### src/rtl/nv_blkbox_sink_pkg.sv
`default_nettype none
// ============================================================================
// Module   : nv_blkbox_sink_pkg
// Brief    : Shared types, default constants and helpers for the blackbox
//            sink MISR (state encoding, default polynomial/seed, rotate-left).
// Revision : 1.0 - initial release
// ============================================================================
package nv_blkbox_sink_pkg;

    // Capture FSM states
    typedef enum logic [1:0] {
        ST_IDLE = 2'd0,
        ST_RUN  = 2'd1,
        ST_DONE = 2'd2
    } sink_state_e;

    // Default MISR feedback polynomial (CRC-32) and post-reset signature
    localparam logic [31:0] c_def_poly = 32'h04C11DB7;
    localparam logic [31:0] c_def_seed = 32'h0000_0000;

    // Working width of rotl; signatures up to this many bits are supported
    localparam int c_rot_w = 512;

    // Rotate the low 'width' bits of val left by amt (amt < width).
    // Bits above 'width' must be zero on input and are zero on output.
    function automatic logic [c_rot_w-1:0] rotl(
        input logic [c_rot_w-1:0] val,
        input int                 width,
        input int                 amt
    );
        logic [c_rot_w-1:0] mask;
        mask = ~({c_rot_w{1'b1}} << width);
        return ((val << amt) | (val >> (width - amt))) & mask;
    endfunction

endpackage
`default_nettype wire

### src/rtl/nv_blkbox_sink_fold.sv
`default_nettype none
// ============================================================================
// Module   : nv_blkbox_sink_fold
// Brief    : Combinational XOR-fold of a DW-bit bus into SIG_W bits. The bus
//            is split into SIG_W-bit chunks, the last one zero-padded.
// Revision : 1.0 - initial release
// ============================================================================
module nv_blkbox_sink_fold #(
    parameter int DW    = 32,
    parameter int SIG_W = 32
) (
    input  logic [DW-1:0]    i_din,
    output logic [SIG_W-1:0] o_fold
);

    localparam int c_nchunk = (DW + SIG_W - 1) / SIG_W;
    localparam int c_pad_w  = c_nchunk * SIG_W;

    logic [c_pad_w-1:0] w_pad;

    assign w_pad = c_pad_w'(i_din);

    // XOR all SIG_W-bit chunks of the zero-padded bus together
    always_comb begin
        o_fold = '0;
        for (int k = 0; k < c_nchunk; k++) begin
            o_fold = o_fold ^ w_pad[k*SIG_W +: SIG_W];
        end
    end

endmodule
`default_nettype wire

### src/rtl/nv_blkbox_sink_misr.sv
`default_nettype none
// ============================================================================
// Module   : nv_blkbox_sink_misr
// Brief    : Multi-channel blackbox sink. Keeps CH x DW input buses alive and
//            compresses them into a SIG_W-bit MISR signature over a fixed or
//            open-ended window; the result is read out via valid/ready.
// Revision : 1.0 - initial release
// ============================================================================
module nv_blkbox_sink_misr
    import nv_blkbox_sink_pkg::*;
#(
    parameter int               CH    = 4,
    parameter int               DW    = 32,
    parameter int               SIG_W = 32,
    parameter logic [31:0]      POLY  = c_def_poly,
    parameter logic [SIG_W-1:0] SEED  = SIG_W'(c_def_seed)
) (
    input  logic             nvdla_core_clk,
    input  logic             nvdla_core_rstn,
    input  logic             sink_start,
    input  logic             sink_stop,
    input  logic             sink_clr,
    input  logic [15:0]      win_len,
    input  logic [CH-1:0]    ch_vld,
    input  logic [CH*DW-1:0] ch_dat,
    output logic [CH-1:0]    tie_out,
    output logic             busy,
    output logic             sig_vld,
    input  logic             sig_rdy,
    output logic [SIG_W-1:0] sig_dat,
    output logic [15:0]      sig_cnt
);

    localparam logic [SIG_W-1:0] c_poly = SIG_W'(POLY);

    sink_state_e      r_state;
    sink_state_e      w_state_nxt;
    logic [15:0]      r_cyc;
    logic [15:0]      w_cyc_inc;
    logic [15:0]      r_cnt;
    logic [SIG_W-1:0] r_sig;
    logic [SIG_W-1:0] w_rot [CH];
    logic [SIG_W-1:0] w_in_word;
    logic             w_any_vld;
    logic             w_win_end;
    logic             w_entry;

    // Per-channel fold followed by a fixed rotation of (channel index mod SIG_W)
    generate
        for (genvar i = 0; i < CH; i++) begin : g_ch
            logic [SIG_W-1:0] w_fold;

            nv_blkbox_sink_fold #(
                .DW    (DW),
                .SIG_W (SIG_W)
            ) u_fold (
                .i_din  (ch_dat[i*DW +: DW]),
                .o_fold (w_fold)
            );

            assign w_rot[i] = SIG_W'(rotl(c_rot_w'(w_fold), SIG_W, i % SIG_W));
        end
    endgenerate

    // Combine the rotated folds of all valid channels into one input word
    always_comb begin
        w_in_word = '0;
        for (int i = 0; i < CH; i++) begin
            if (ch_vld[i]) begin
                w_in_word = w_in_word ^ w_rot[i];
            end
        end
    end

    assign w_any_vld = |ch_vld;
    assign w_cyc_inc = r_cyc + 16'd1;
    // Fixed windows end on their win_len-th RUN cycle; open ones on sink_stop
    assign w_win_end = (r_state == ST_RUN) &&
                       ((win_len != 16'd0) ? (w_cyc_inc == win_len) : sink_stop);
    assign w_entry   = (r_state == ST_IDLE) && sink_start;

    // State register
    always_ff @(posedge nvdla_core_clk or negedge nvdla_core_rstn) begin
        if (!nvdla_core_rstn) begin
            r_state <= ST_IDLE;
        end else begin
            r_state <= w_state_nxt;
        end
    end

    // Next-state logic; clear overrides every other request
    always_comb begin
        w_state_nxt = r_state;
        case (r_state)
            ST_IDLE: if (sink_start)        w_state_nxt = ST_RUN;
            ST_RUN:  if (w_win_end)         w_state_nxt = ST_DONE;
            ST_DONE: if (sig_rdy)           w_state_nxt = ST_IDLE;
            default:                        w_state_nxt = ST_IDLE;
        endcase
        if (sink_clr) begin
            w_state_nxt = ST_IDLE;
        end
    end

    // Signature, sample counter and window cycle counter
    always_ff @(posedge nvdla_core_clk or negedge nvdla_core_rstn) begin
        if (!nvdla_core_rstn) begin
            r_sig <= SEED;
            r_cnt <= 16'd0;
            r_cyc <= 16'd0;
        end else if (sink_clr || w_entry) begin
            r_sig <= SEED;
            r_cnt <= 16'd0;
            r_cyc <= 16'd0;
        end else if (r_state == ST_RUN) begin
            r_cyc <= w_cyc_inc;
            if (w_any_vld) begin
                r_sig <= (r_sig << 1) ^ (r_sig[SIG_W-1] ? c_poly : '0) ^ w_in_word;
                if (r_cnt != 16'hFFFF) begin
                    r_cnt <= r_cnt + 16'd1;
                end
            end
        end
    end

    assign tie_out = '0;
    assign busy    = (r_state == ST_RUN);
    assign sig_vld = (r_state == ST_DONE);
    assign sig_dat = r_sig;
    assign sig_cnt = r_cnt;

endmodule
`default_nettype wire
### config.mk
export PLATFORM = sky130hd
export DESIGN_NAME = nv_blkbox_sink_misr
export DESIGN_NICKNAME = d
export VERILOG_FILES = /design/src/rtl/nv_blkbox_sink_pkg.sv /design/src/rtl/nv_blkbox_sink_fold.sv /design/src/rtl/nv_blkbox_sink_misr.sv
export SDC_FILE = /design/constraint.sdc
export NUM_CORES = 1
export LEC_CHECK = 0
export BUFFER_PORTS_ARGS = -buffer_cell sky130_fd_sc_hd__buf_2
export CAP_MARGIN = 20
export CORE_MARGIN = 2
export CORE_UTILIZATION = 45
export DETAILED_ROUTE_END_ITERATION = 10
export PLACE_DENSITY = 0.78
export SETUP_SLACK_MARGIN = 0.05
export SYNTH_ARGS = -nofsm -noshare
export SYNTH_HDL_FRONTEND = slang
export SYNTH_SLANG_ARGS = --single-unit
### constraint.sdc
create_clock -name nvdla_core_clk -period 2.1 [get_ports nvdla_core_clk]
set_input_delay 0.105 -clock nvdla_core_clk [delete_from_list [all_inputs] [get_ports nvdla_core_clk]]
set_output_delay 0.105 -clock nvdla_core_clk [all_outputs]
set_load 0.005 [all_outputs]
==> results.txt <==
The finished cells cover approximately 0.0071 sq mm. The routed via count came out at 5304. After detailed routing, the number of vias per cell comes to 5.110. In this run switching power makes up slightly above 30% of total power. 208 I/O pins were placed. Per report_power, the clock group accounts for 35.2% of the total. Across the VDD grid, the largest voltage drop is 0.4604 mV. The count of cells along the worst hold path is 2. The number of clock buffers added by TritonCTS is 9.

The number of cells on the worst reg-to-reg path came out at 7. Hold is met by 0.03533 ns. The cell area that synthesis handed to floorplanning was 0.005319 sq mm. The most used flip-flop cell after synthesis is dfrtp_1. Summed over all cells, the static leakage comes to 3.358 nW. TritonCTS built the clock tree. After synthesis, the cell types taking the most area are dfrtp_1, xnor2_1, nand2_1. The critical path goes through ha_4 -> and3_4 -> mux2_4 -> a2111oi_4 -> nand4_1 -> a2111oi_4 -> o32ai_1. The die is 112.7 microns tall. The count of endpoints failing hold in the final timing report is 0. In this run the number of H-tree levels came out at 3. The power density over cell area came out at 549.3 mW/mm^2. Setup repair after global routing could not meet its margin everywhere. The initial core utilization is 46.38%.

The fraction of registers with async set/reset is 100.0%. The count of flip-flops with a built-in enable after synthesis is 0. The area share of the largest cell type after synthesis is 31.05%.

The highest achievable clock rate came out at 0.4710 GHz. The count of max-cap constraint violations came out at 0. The number of diodes added for antenna fixing came out at 0. The cell that appears most often on the critical path is a2111oi_4. The insertion delay to the later sink of the worst-skew pair is 0.33 ns. Of all nets on the critical path, the largest fanout is 5.

The power spent charging and discharging nets is roughly 1.2 mW. The run finished, with violations left. At the pin with the least slew margin, the transition time is 0.6761 ns. The post-DP HPWL is 11490 microns. The number of instances in the synthesized netlist is 669. The cell sitting at the root of the clock tree is a clkbuf_16. Once detail routing completed, the nets flagged for antenna violations numbered 0. The aggregate global-route resource usage is 23.89%. The post-layout worst setup margin came out at -0.02322 ns. The core box area is 0.01147 sq mm. The met2 wirelength from detailed routing came out at 7270 microns. The detailed-router iteration count before antenna repair is 5.

The combinational share of power came out at a little under 30%. The signed area change from the synthesized netlist to the final layout came out at 34.18%. The number of global-route vias before repair is 5160. The overall routed net length came out at about 15000 microns. The routed wire length per instance is 13.98 microns. The total of flip-flops plus latches after synthesis is 66. The CTS sink count is 66. The total number of placement rows came out at 39. The met1 layer wirelength in the final routing is 6124 microns. The horizontal extent of the die came out at between 100 and 150 microns.

In the routed design, unresolved DRC markers number 0. The clock skew came out at 0.005426 ns. Detailed routing placed a total of 912 microns of wire on met3. The final reports fail on negative setup slack.

The fraction of the yosys area taken by sequential cells is 31.05%. The area of the die came out at 0.01271 sq mm. The wire length of the first global-routing pass came out at 24700 microns. The worst min-delay path category is in2reg. The worst setup path is captured at a flop.

The clock slew seen by the registers of the worst setup and hold paths is 0.06 ns. The worst stage delay on the critical path came out at 0.42 ns. The share of the clock period used by the worst path after layout is 101.1%. The buffer depth of the longest clock path came out at 2. The minimum clock period after layout came out at 2.123 ns.

The average footprint of a synthesized cell came out at 7.950 sq um. Buffers placed on the I/O ports in this run total 203. The data arrival time of the worst path is about 2.3 ns. The final-report max-slew violation count was 0.

The routability-driven placement congestion ratio is 0.9924. For this design, the slowest cell found on the critical path is dfrtp_2. The yosys synthesis warning count is 0. The number of antenna violations at the first check in global routing is 0.

Cell internal power was estimated by the tool at ~2.7 mW. Setup violations remaining at the end of the flow were counted as 1. After detailed placement, the total cell area comes to 0.006760 sq mm. The maximum number of pins on one net before global-route repair is 46. Of the cells placed in the final design, the portion with a size suffix greater than 1 is 33.18%. The top layer used by detailed routing is met4. After global routing the overflow that remains totals 0. The relative slew slack is a little over half. The first routing iteration left 248 violations. The worst setup path is of the reg2reg kind.

The distinct cell type count of the synthesized netlist came out at 53. In this run, flip-flops and latches consume about a third of the power. The design draws 3.920 mW.

STA classifies the critical path startpoint as a flop. At the end of the flow, the number of nets in the layout was 1046. Of all cell types, the one taking the most synthesized area is dfrtp_1. Data on the critical path is required at its endpoint by 2.30 ns.
==> worst max-delay path: cells and delay by family (launching register included) <==
family                     cells  cell delay (ns)
and+or+nand+nor                2             0.39
DFF                            1             0.42
adders and majority gates      1             0.18
AOI/OAI and AO/OA              3             0.73
muxes                          1             0.27
==> layer usage <==
layer | vias up | GRT usage [%]
met5 | - | 0
met4 | 0 | 6.748
met3 | 16 | 4.606
met2 | 174 | 41.16
met1 | 2475 | 30.66
li1 | 2639 | -
==> cell families (layout without fill, tap and decap cells) <==
kind of cell | Yosys count | count (layout) | synth area share (%)
AND/OR/NAND/NOR | 295 | 295 | 24.84
buffers and inverters | 44 | 267 | 3.646
flip-flops | 66 | 66 | 31.05
other | 1 | 4 | 0.07050
adder cells (fa/ha/maj) | 2 | 2 | 0.4704
XOR/XNOR | 175 | 175 | 28.82
multiplexers | 3 | 3 | 0.5881
AO/OA/AOI/OAI | 83 | 83 | 10.52
==> cell usage in the layout, fill, tap and decap left out, types with 4 or more instances in the layout <==
cell,count
nand4_1,6
a22o_1,5
nand2b_1,6
conb_1,4
buf_2,203
buf_12,4
xor2_1,53
o21ai_0,11
nor2_1,47
clkbuf_16,9
a21oi_1,22
and4_1,4
and3_1,5
nor4_1,6
o22ai_1,5
a211oi_1,14
dfrtp_2,6
dfrtp_1,60
o31ai_1,5
xnor2_1,122
buf_4,41
nand2_1,184
nand3_1,12
==> timing repair <==
action	in CTS	in global routing
hold buffers	1	0
setup endpoints to repair	2	10
pin swaps	1	7
setup buffers	0	3
resized for setup	4	16
hold endpoints to repair	28	0
==> synth_stat cells, types with 2 or more instances <==
cell	number
nand2_1	185
xnor2_1	122
dfrtp_1	66
xor2_1	53
nor2_1	48
clkbuf_1	28
a21oi_1	22
a211oi_1	14
o21ai_0	13
nand3_1	12
and4_1	7
nor4_1	7
and3_1	6
buf_4	6
nand2b_1	6
nand4_1	6
a22o_1	5
o22ai_1	5
o31ai_1	5
buf_2	4
a31oi_1	3
buf_1	3
nor2b_1	3
o41ai_1	3
a2111oi_0	2
ha_1	2
mux2i_1	2
nor3_1	2
nor3_2	2
o21a_1	2
o32ai_1	2
or3_1	2
==> sequential cells by signal, indices dropped and copies added (netlist names) <==
name     count
r_cyc       16
sig_cnt     16
sig_dat     32
r_state      2
==> power groups by stage <==
stage	Combinational, mW	Sequential [mW]	Clock, mW
2_1_floorplan	0.753	1.40	0
3_3_place_gp	1.14	1.41	0
3_5_place_dp	1.16	1.41	0
4_1_cts	1.16	1.39	1.41
5_1_grt	1.29	1.39	1.48
6_report	1.16	1.39	1.38
==> worst paths after layout <==
path / from / end / slack [ns]
setup / recovery: r_cyc[0] / r_state[0] / -0.02
setup reg to reg: r_cyc[0] / r_state[0] / -0.02
hold reg to reg: r_cyc[15] / r_cyc[15] / 0.51
min in group asynchronous: nvdla_core_rstn / sig_dat[4] / 0.39
hold / removal: sink_clr / r_state[0] / 0.04
max in group asynchronous: nvdla_core_rstn / sig_cnt[7] / 1.06
==> metrics by stage <==
step                       TNS (ns)  worst slack [ns]  instances  utilization [%]
after floorplan                   0          0.002522        672                -
after global placement      -0.1129          -0.08121       1018            58.95
after detailed placement    -0.1190          -0.08373       1018            58.95
after CTS                 -0.007279         -0.007279       1035            61.69
after global routing        -0.2206           -0.1382       1038            62.24
final                      -0.02322          -0.02322       1038            62.24
==> final cells by class <==
type	count	area [sq um]
fill	1058	4330
multi-input combinational	562	3596
sequential	66	1659
timing repair buffer	249	1414
clock buffer	10	239.0
tap	143	178.9
clock inverter	6	42.54
inverter	2	7.507
Power figures use the tool's default switching activity.
